`src/rtl/packing_aggregator_if.sv`:
```
// Sender/receiver FIFO handshake bundle for packing_aggregator.
// master drives the sender words and receiver status; slave is the packer.
interface packing_aggregator_if #(
   parameter int unsigned DATA_WIDTH      = 16,
   parameter int unsigned MAX_FETCH_WIDTH = 6
);
   localparam int unsigned FW_W = $clog2(MAX_FETCH_WIDTH + 1);

   logic [DATA_WIDTH-1:0]                 sender_data;
   logic                                  sender_empty_n;
   logic                                  sender_deq;
   logic [MAX_FETCH_WIDTH*DATA_WIDTH-1:0] receiver_data;
   logic [FW_W-1:0]                       receiver_count;
   logic                                  receiver_full_n;
   logic                                  receiver_enq;
   logic                                  change_fetch_width;
   logic [FW_W-1:0]                       input_fetch_width;
   logic                                  flush;

   modport master (
      output sender_data, sender_empty_n, receiver_full_n,
      output change_fetch_width, input_fetch_width, flush,
      input  sender_deq, receiver_data, receiver_count, receiver_enq
   );

   modport slave (
      input  sender_data, sender_empty_n, receiver_full_n,
      input  change_fetch_width, input_fetch_width, flush,
      output sender_deq, receiver_data, receiver_count, receiver_enq
   );
endinterface

```
`src/rtl/packing_aggregator.sv`:
```
// Serial-to-parallel packer: gathers sender words into multi-lane beats with a
// runtime lane count, optional flush of a partial beat, and a registered output stage.
module packing_aggregator #(
   parameter int unsigned DATA_WIDTH      = 16,
   parameter int unsigned MAX_FETCH_WIDTH = 6
) (
   input logic                 clk,
   input logic                 rst,
   packing_aggregator_if.slave bus
);
   localparam int unsigned     FW_W   = $clog2(MAX_FETCH_WIDTH + 1);
   localparam logic [FW_W-1:0] FW_MAX = FW_W'(MAX_FETCH_WIDTH);

   logic [FW_W-1:0]                       fw_r, fw_pend_r, count_r, out_cnt_r;
   logic                                  pend_vld_r, out_vld_r;
   logic [DATA_WIDTH-1:0]                 asm_r [MAX_FETCH_WIDTH];
   logic [MAX_FETCH_WIDTH*DATA_WIDTH-1:0] out_r;

   logic                                  last_lane, blocked, accept, close, fire;
   logic                                  apply_pend, enq;
   logic [FW_W-1:0]                       close_cnt, req_fw;
   logic [MAX_FETCH_WIDTH*DATA_WIDTH-1:0] beat;

   // Handshake decode, beat assembly and width-request clamping.
   always_comb begin
      last_lane = (count_r == fw_r - 1'b1);
      blocked   = out_vld_r & ~bus.receiver_full_n;
      // A word that would close a beat cannot be taken while the output stage is stuck.
      accept    = ~rst & bus.sender_empty_n & ~(blocked & (last_lane | bus.flush));
      close     = (last_lane & accept) | (bus.flush & ((count_r != '0) | accept));
      // Flush against a stalled output stage does nothing; the caller keeps flush high.
      fire      = close & ~blocked;
      close_cnt = count_r + FW_W'(accept);
      enq       = ~rst & out_vld_r & bus.receiver_full_n;
      // Width changes only land between beats, never while a word enters lane 0.
      apply_pend = pend_vld_r & (count_r == '0) & ~accept;
      if ((bus.input_fetch_width == '0) || (bus.input_fetch_width > FW_MAX)) begin
         req_fw = FW_MAX;
      end else begin
         req_fw = bus.input_fetch_width;
      end
      beat = '0;
      for (int unsigned i = 0; i < MAX_FETCH_WIDTH; i++) begin
         if (FW_W'(i) < count_r) begin
            beat[i*DATA_WIDTH +: DATA_WIDTH] = asm_r[i];
         end else if ((FW_W'(i) == count_r) && accept) begin
            beat[i*DATA_WIDTH +: DATA_WIDTH] = bus.sender_data;
         end
      end
   end

   // Drive the interface outputs.
   always_comb begin
      bus.sender_deq     = accept;
      bus.receiver_enq   = enq;
      bus.receiver_data  = out_r;
      bus.receiver_count = out_cnt_r;
   end

   // Active lane count and the pending (latest-wins) width request.
   always_ff @(posedge clk or posedge rst) begin
      if (rst) begin
         fw_r       <= FW_MAX;
         fw_pend_r  <= FW_MAX;
         pend_vld_r <= 1'b0;
      end else begin
         if (apply_pend) begin
            fw_r <= fw_pend_r;
         end
         if (bus.change_fetch_width) begin
            fw_pend_r  <= req_fw;
            pend_vld_r <= 1'b1;
         end else if (apply_pend) begin
            pend_vld_r <= 1'b0;
         end
      end
   end

   // Assembly lanes and fill count; cleared whenever a beat leaves for the output stage.
   always_ff @(posedge clk or posedge rst) begin
      if (rst) begin
         count_r <= '0;
         for (int unsigned i = 0; i < MAX_FETCH_WIDTH; i++) begin
            asm_r[i] <= '0;
         end
      end else if (fire) begin
         count_r <= '0;
         for (int unsigned i = 0; i < MAX_FETCH_WIDTH; i++) begin
            asm_r[i] <= '0;
         end
      end else if (accept) begin
         asm_r[count_r] <= bus.sender_data;
         count_r        <= count_r + 1'b1;
      end
   end

   // Registered output beat; a new close while draining keeps the stage full.
   always_ff @(posedge clk or posedge rst) begin
      if (rst) begin
         out_r     <= '0;
         out_cnt_r <= '0;
         out_vld_r <= 1'b0;
      end else if (fire) begin
         out_r     <= beat;
         out_cnt_r <= close_cnt;
         out_vld_r <= 1'b1;
      end else if (enq) begin
         out_vld_r <= 1'b0;
      end
   end
endmodule
```
`src/flat_wrapper.sv`:
```
// flat-port wrapper written by rule: the top's interface ports become plain ports
module packing_aggregator_flat 
#(
   parameter int unsigned DATA_WIDTH      = 16,
   parameter int unsigned MAX_FETCH_WIDTH = 6
)
  (clk, rst, bus_sender_data, bus_sender_empty_n, bus_receiver_full_n, bus_change_fetch_width, bus_input_fetch_width, bus_flush, bus_sender_deq, bus_receiver_data, bus_receiver_count, bus_receiver_enq);
  packing_aggregator_if #(.DATA_WIDTH(DATA_WIDTH), .MAX_FETCH_WIDTH(MAX_FETCH_WIDTH)) bus_i ();
  input logic clk;
  input logic rst;
  input wire logic [$bits(bus_i.sender_data)-1:0] bus_sender_data;
  input wire logic [$bits(bus_i.sender_empty_n)-1:0] bus_sender_empty_n;
  input wire logic [$bits(bus_i.receiver_full_n)-1:0] bus_receiver_full_n;
  input wire logic [$bits(bus_i.change_fetch_width)-1:0] bus_change_fetch_width;
  input wire logic [$bits(bus_i.input_fetch_width)-1:0] bus_input_fetch_width;
  input wire logic [$bits(bus_i.flush)-1:0] bus_flush;
  output wire logic [$bits(bus_i.sender_deq)-1:0] bus_sender_deq;
  output wire logic [$bits(bus_i.receiver_data)-1:0] bus_receiver_data;
  output wire logic [$bits(bus_i.receiver_count)-1:0] bus_receiver_count;
  output wire logic [$bits(bus_i.receiver_enq)-1:0] bus_receiver_enq;
  assign bus_i.sender_data = bus_sender_data;
  assign bus_i.sender_empty_n = bus_sender_empty_n;
  assign bus_i.receiver_full_n = bus_receiver_full_n;
  assign bus_i.change_fetch_width = bus_change_fetch_width;
  assign bus_i.input_fetch_width = bus_input_fetch_width;
  assign bus_i.flush = bus_flush;
  assign bus_sender_deq = bus_i.sender_deq;
  assign bus_receiver_data = bus_i.receiver_data;
  assign bus_receiver_count = bus_i.receiver_count;
  assign bus_receiver_enq = bus_i.receiver_enq;
  packing_aggregator #(.DATA_WIDTH(DATA_WIDTH), .MAX_FETCH_WIDTH(MAX_FETCH_WIDTH)) u_core (.clk(clk), .rst(rst), .bus(bus_i));
endmodule
```
`config.mk`:
```
export PLATFORM = sky130hd
export DESIGN_NAME = packing_aggregator_flat
export DESIGN_NICKNAME = d
export VERILOG_FILES = /design/src/rtl/packing_aggregator_if.sv /design/src/rtl/packing_aggregator.sv /design/src/flat_wrapper.sv
export SDC_FILE = /design/constraint.sdc
export NUM_CORES = 1
export LEC_CHECK = 0
export BUFFER_PORTS_ARGS = -buffer_cell sky130_fd_sc_hd__clkbuf_2
export CAP_MARGIN = 20
export CORE_ASPECT_RATIO = 0.8
export CORE_UTILIZATION = 35
export CTS_BUF_LIST = sky130_fd_sc_hd__clkbuf_4 sky130_fd_sc_hd__clkbuf_8 sky130_fd_sc_hd__clkbuf_16
export DETAILED_ROUTE_END_ITERATION = 6
export HOLD_SLACK_MARGIN = 0.05
export SETUP_SLACK_MARGIN = 0.15
export SYNTH_ARGS = -nofsm -noshare
export SYNTH_HDL_FRONTEND = slang
export SYNTH_SLANG_ARGS = --single-unit
```
`constraint.sdc`:
```
create_clock -name clk -period 9.8 [get_ports clk]
set_clock_uncertainty 0.2 [all_clocks]
set_input_delay 0.49 -clock clk [delete_from_list [all_inputs] [get_ports clk]]
set_output_delay 0.49 -clock clk [all_outputs]
set_load 0.05 [all_outputs]
```
== Word-level counts from Yosys, hierarchy flattened ==
Cells that the tools add are included.
Word-level totals
  bits in registers: 206
  input bits: 25
  output and inout port bits: 101
  word-level logic and storage cells: 89
Operators by class
  $add $sub $neg: 3
  order comparisons: 9
  eq/ne operators: 6
  mux-type cells: 24
  bitwise logic cells: 20
  reductions and logical operators: 14
Operator list (number)
  two-way mux 16 bit: 13
  two-way mux 96 bit: 2
  bitwise mux 96 bit: 1
  demux 16 bit (select 3 bit): 1
  bitwise AND 1 bit: 11
  two-way mux 3 bit: 3
  logical AND 1 bit: 7
  equality test 2 x 3 -> 1 bit (first input constant): 2
  equality test 3 bit (first input constant): 2
  zero test 3 bit: 2
  < comparator 1 x 3 -> 1 bit (first input constant): 2
  < comparator 2 x 3 -> 1 bit (first input constant): 2
  < comparator 3 bit (first input constant): 2
  nonzero test 2 bit: 3
  NOT 1 bit: 5
  greater-or-equal comparator 4 bit (second input constant): 1
  < comparator 4 x 1 -> 1 bit (second input constant): 1
  two-way mux 1 bit: 4
  NOT 3 -> 4 bit: 1
  adder 3 x 1 -> 3 bit: 1
  adder 3 x 1 -> 3 bit (second input constant): 1
  equality test 1 x 3 -> 1 bit (first input constant): 1
  equality test 3 bit: 1
  > comparator 3 bit (second input constant): 1
  other kinds (4): 6

== Logic depth before layout (Yosys ltp) ==
  depth in word-level cells: 11
  depth in mapped cells: 12
  gate-level depth less buffers: 9

== Worst setup path before layout ==
Ideal clock, no wire load.
  path kind: input to output
  start point: input rst
  end point: output bus_receiver_enq
  data arrival time: 5712 ps
  data required time: 9110 ps
  slack: 3398 ps
  stages on the path: 2
  path buffers: 0
  cell sequence: inv_1 -> and3_1
Between the ends
  word-level cells in the longest chain between the ends: 3
RTL lines
  start, declared: line flat_wrapper.sv:10  | input logic rst;
  NOT 1 bit: line packing_aggregator.sv:34  | enq = ~rst & out_vld_r & bus.receiver_full_n;
  bitwise AND 1 bit (2 in series): line packing_aggregator.sv:34
  end, declared: line flat_wrapper.sv:20  | output wire logic [$bits(bus_i.receiver_enq)-1:0] bus_receiver_enq;
Every way passes these cells.

== Worst setup path after layout ==
  start point: register u_core.count_r[1]
  end point: register u_core.out_r[65], in the netlist u_core.bus.receiver_data[65]
Between the ends
  word-level cells in the longest chain between the ends: 9
  elaborated cells between the ends (all ways): 16
  those cells by class: order compare: 1; eq/ne: 2; mux: 2; bitwise: 9; reduce/logical: 2
RTL lines
  start, declared: line packing_aggregator.sv:14  | logic [FW_W-1:0] fw_r, fw_pend_r, count_r, out_cnt_r;
  start signal, assigned: line packing_aggregator.sv:93  | count_r <= count_r + 1'b1;
  equality test 3 bit: line packing_aggregator.sv:26  | last_lane = (count_r == fw_r - 1'b1);
  bitwise OR 1 bit: line packing_aggregator.sv:29  | accept = ~rst & bus.sender_empty_n & ~(blocked & (last_lane | bus.flush));
  bitwise AND 1 bit: line packing_aggregator.sv:29
  NOT 1 bit: line packing_aggregator.sv:29
  bitwise AND 1 bit: line packing_aggregator.sv:29
  bitwise OR 1 bit: line packing_aggregator.sv:30  | close = (last_lane & accept) | (bus.flush & ((count_r != '0) | accept));
  bitwise AND 1 bit: line packing_aggregator.sv:30
  bitwise OR 1 bit: line packing_aggregator.sv:30
  bitwise AND 1 bit: line packing_aggregator.sv:32  | fire = close & ~blocked;
  end signal, assigned: line packing_aggregator.sv:104  | out_r <= beat;
  end, declared: line packing_aggregator.sv:17  | logic [MAX_FETCH_WIDTH*DATA_WIDTH-1:0] out_r;
Several ways; a longest one is shown, not always the timed one.
A chain may end at the register's enable or synchronous reset.

==> flow_metrics.py <==
metrics = {
    "cells_and_area": {
        "num_antenna_cells": 0,
        "mostFrequentLayoutCell": "dfrtp_1",
        "layout_common_cells": "dfrtp_1 (202), clkbuf_2 (125), nand2_1 (118)",
        "final_area_um2": 11600,
        "drive_gt1_frac": 0.226,
        "finalNetCount": 1132,
        "syn2layout_area_growth_pct": 14.5,
    },
    "placement": {
        "pre_cts_slack_ns": 5.19,
        "dp_hpwl_um": 18300,
        "placed_area_um2": 10800,
        "io_buffers": 125,
        "gp_congestion": 0.773,
    },
    "pwr": {
        "p_leak_nw": 4.86,
        "power.density_nw_per_um2": 352,
        "total_power_mw": 4.09,
        "peakVddDrop_uv": 206,
    },
    "clocking": {
        "h-tree-depth": 1,
        "insertion_delay_ns": 0.50,
        "clkTransAtPathRegs_ns": 0.06,
        "cts_buffers": 21,
        "clk_path_buf_depth": 3,
        "clock-root-buffer": "clkbuf_16",
        "cts.sinks": 206,
        "post_cts_resized": 0,
        "tritoncts": "done",
    },
    "timing": {
        "rsz0062_at_grt": "no",
        "max_slew_margin": 0.251,
        "setup_ws_ns": 5.22,
        "maxSlewViolCount": 0,
        "worst_pin_slew_ns": 1.12,
        "fin_crit_sh": 0.467,
        "post-route-min-period_ns": 4.58,
        "setup_viol": 0,
        "hold_violations": 0,
        "fmax_mhz": 218,
        "hold_slack_ns": 0.0746,
        "tns_ns": 0,
    },
    "detailed_routing": {
        "first_pass_iters": 6,
        "vias": 8654,
        "drt_iter0_drc": 1078,
        "viasPerCell": 5.83,
        "remaining_drc_errors": 0,
        "antenna_left": 0,
        "wl_per_cell_um": 20.6,
        "routed_wl_um": 30700,
    },
    "hold_path": {
        "hold_path_depth": 3,
        "min-delay-start": "bus_input_fetch_width[1]",
        "hold_path.class": "input pin to register",
        "whs_endpoint": "u_core.fw_pend_r[1]",
    },
    "worst_setup_path": {
        "r2r_start": "u_core.count_r[1]",
        "arrival_ns": 4.76,
        "startpoint_type": "register",
        "r2r_setup_slack_ns": 5.22,
        "r2r_cells": 9,
        "cp.required_ns": 9.98,
        "crit_fanout": 63,
        "end_kind": "register",
        "r2r-end": "u_core.bus.receiver_data[65]",
        "criticalPathCategory": "register to register",
    },
    "synthesis": {
        "synth.avg_cell_area_um2": 9.59,
        "synthArstFlopShare": 1.00,
        "yosysSeqAreaShare": 0.509,
        "ys_warn_count": 0,
        "synth-edff-count": 0,
        "synth.distinct_cells": 47,
        "syn-num-nets": 1088,
        "netlist_instances": 1057,
        "ys.flop_type": "dfrtp_1",
        "syn-cell-area_um2": 10100,
        "ys_ff_latch": 206,
    },
    "job": {
        "cap_viol_max_count": 0,
    },
    "global_route": {
        "gr-total-overflow": 0,
        "grt_pass1_vias": 8014,
        "grt_max_degree": 88,
        "grt_usage": 0.202,
        "grt_pass1_wl_um": 47100,
        "antenna_found_initial": 0,
    },
    "die": {
        "io_pins": 126,
        "die_area_um2": 29700,
        "die_y_um": 154,
        "start_util": 0.358,
        "rows": 55,
        "die_w_um": 192,
        "coreArea_um2": 28400,
    },
    "outcome": {
        "status": "completed",
    },
}
flip-flops by register name (all words and copies together) (netlist names):
signal                     cells
u_core.count_r                 3
u_core.out_vld_r               1
u_core.fw_r                    3
u_core.asm_r                  96
u_core.pend_vld_r              1
u_core.fw_pend_r               3
u_core.bus.receiver_data      96
u_core.bus.receiver_count      3
report_power, final:
group	total, mW	internal [mW]	switching [mW]
logic	1.95	0.481	1.47
clock network	0.849	0.504	0.345
registers	1.29	1.12	0.169
total	4.09	2.10	1.99
worst max path at each step:
| stage | to | slack (ns) | cells after the start | startpoint |
|---|---|---|---|---|
| 6_report | u_core.bus.receiver_data[65] | 5.22 | 9 | u_core.count_r[1] |
| 5_1_grt | u_core.bus.receiver_data[67] | 4.93 | 9 | u_core.count_r[1] |
| 4_1_cts | u_core.bus.receiver_data[65] | 5.17 | 9 | u_core.count_r[1] |
| 2_1_floorplan | bus_receiver_enq | 3.40 | 2 | rst |
| 3_3_place_gp | u_core.bus.receiver_data[64] | 5.27 | 9 | u_core.count_r[1] |
| 3_5_place_dp | u_core.bus.receiver_data[65] | 5.19 | 9 | u_core.count_r[1] |
Yosys cell counts (5+ instances only):
library cell	count	area (um2)
nand2_1	118	443
o211ai_1	32	240
ha_1	6	75.1
buf_2	19	95.1
o21ai_0	98	490
a31oi_1	48	300
o31ai_1	48	360
dfrtp_1	202	5050
buf_1	13	48.8
inv_1	8	30.0
clkbuf_1	76	285
a211oi_1	49	368
buf_4	11	82.6
nor2_1	10	37.5
nand3_1	85	425
mux2_2	54	608
nor2b_1	5	31.3
a21oi_1	100	500
nand4_1	18	113
buf_6	6	67.6
through the flow:
step,util,cells
2_1_floorplan,-,1057
3_3_place_gp,0.382,1444
3_5_place_dp,0.382,1444
4_1_cts,0.408,1483
5_1_grt,0.410,1485
6_report,0.410,1485
cells by family after synthesis:
| family | count (synthesis) | synth area share |
|---|---|---|
| AO/OA/AOI/OAI | 387 | 0.233 |
| XOR/XNOR | 6 | 0.00666 |
| adder cells (fa/ha/maj) | 6 | 0.00740 |
| buffers and inverters | 135 | 0.0610 |
| flip-flops | 206 | 0.509 |
| multiplexers | 55 | 0.0610 |
| AND/OR/NAND/NOR | 262 | 0.122 |
layer usage:
layer	up-vias	global-route usage	part of all wire
met5	-	0	0
li1	3965	-	-
met1	4289	0.302	0.45
met2	353	0.303	0.45
met3	47	0.0383	0.084
met4	0	0.0375	0.019
area by class of cell:
class	count	area [um2]
well taps	370	463
inverters	9	41.3
repair buffers	147	816
clock buffers	27	589
multi-input cells	716	4410
flip-flops and latches	206	5160
clock inverters	10	130
fillers	2822	16700
repair_timing:
item | in CTS | in global routing
endpoints found under the hold margin | 72 | 0
hold buffers | 2 | 0
setup buffers | 0 | 0
endpoints found under the setup margin | 0 | 0
worst max-delay path, stage by stage (launching register included):
cell	delay [ns]
dfrtp_1	0.66
inv_1	0.17
ha_1	0.45
nor2b_1	0.23
buf_4	0.22
a211oi_4	0.23
buf_4	0.53
a21o_4	0.62
buf_4	0.68
mux2_2	0.41
(Power assumes the default switching activity.)
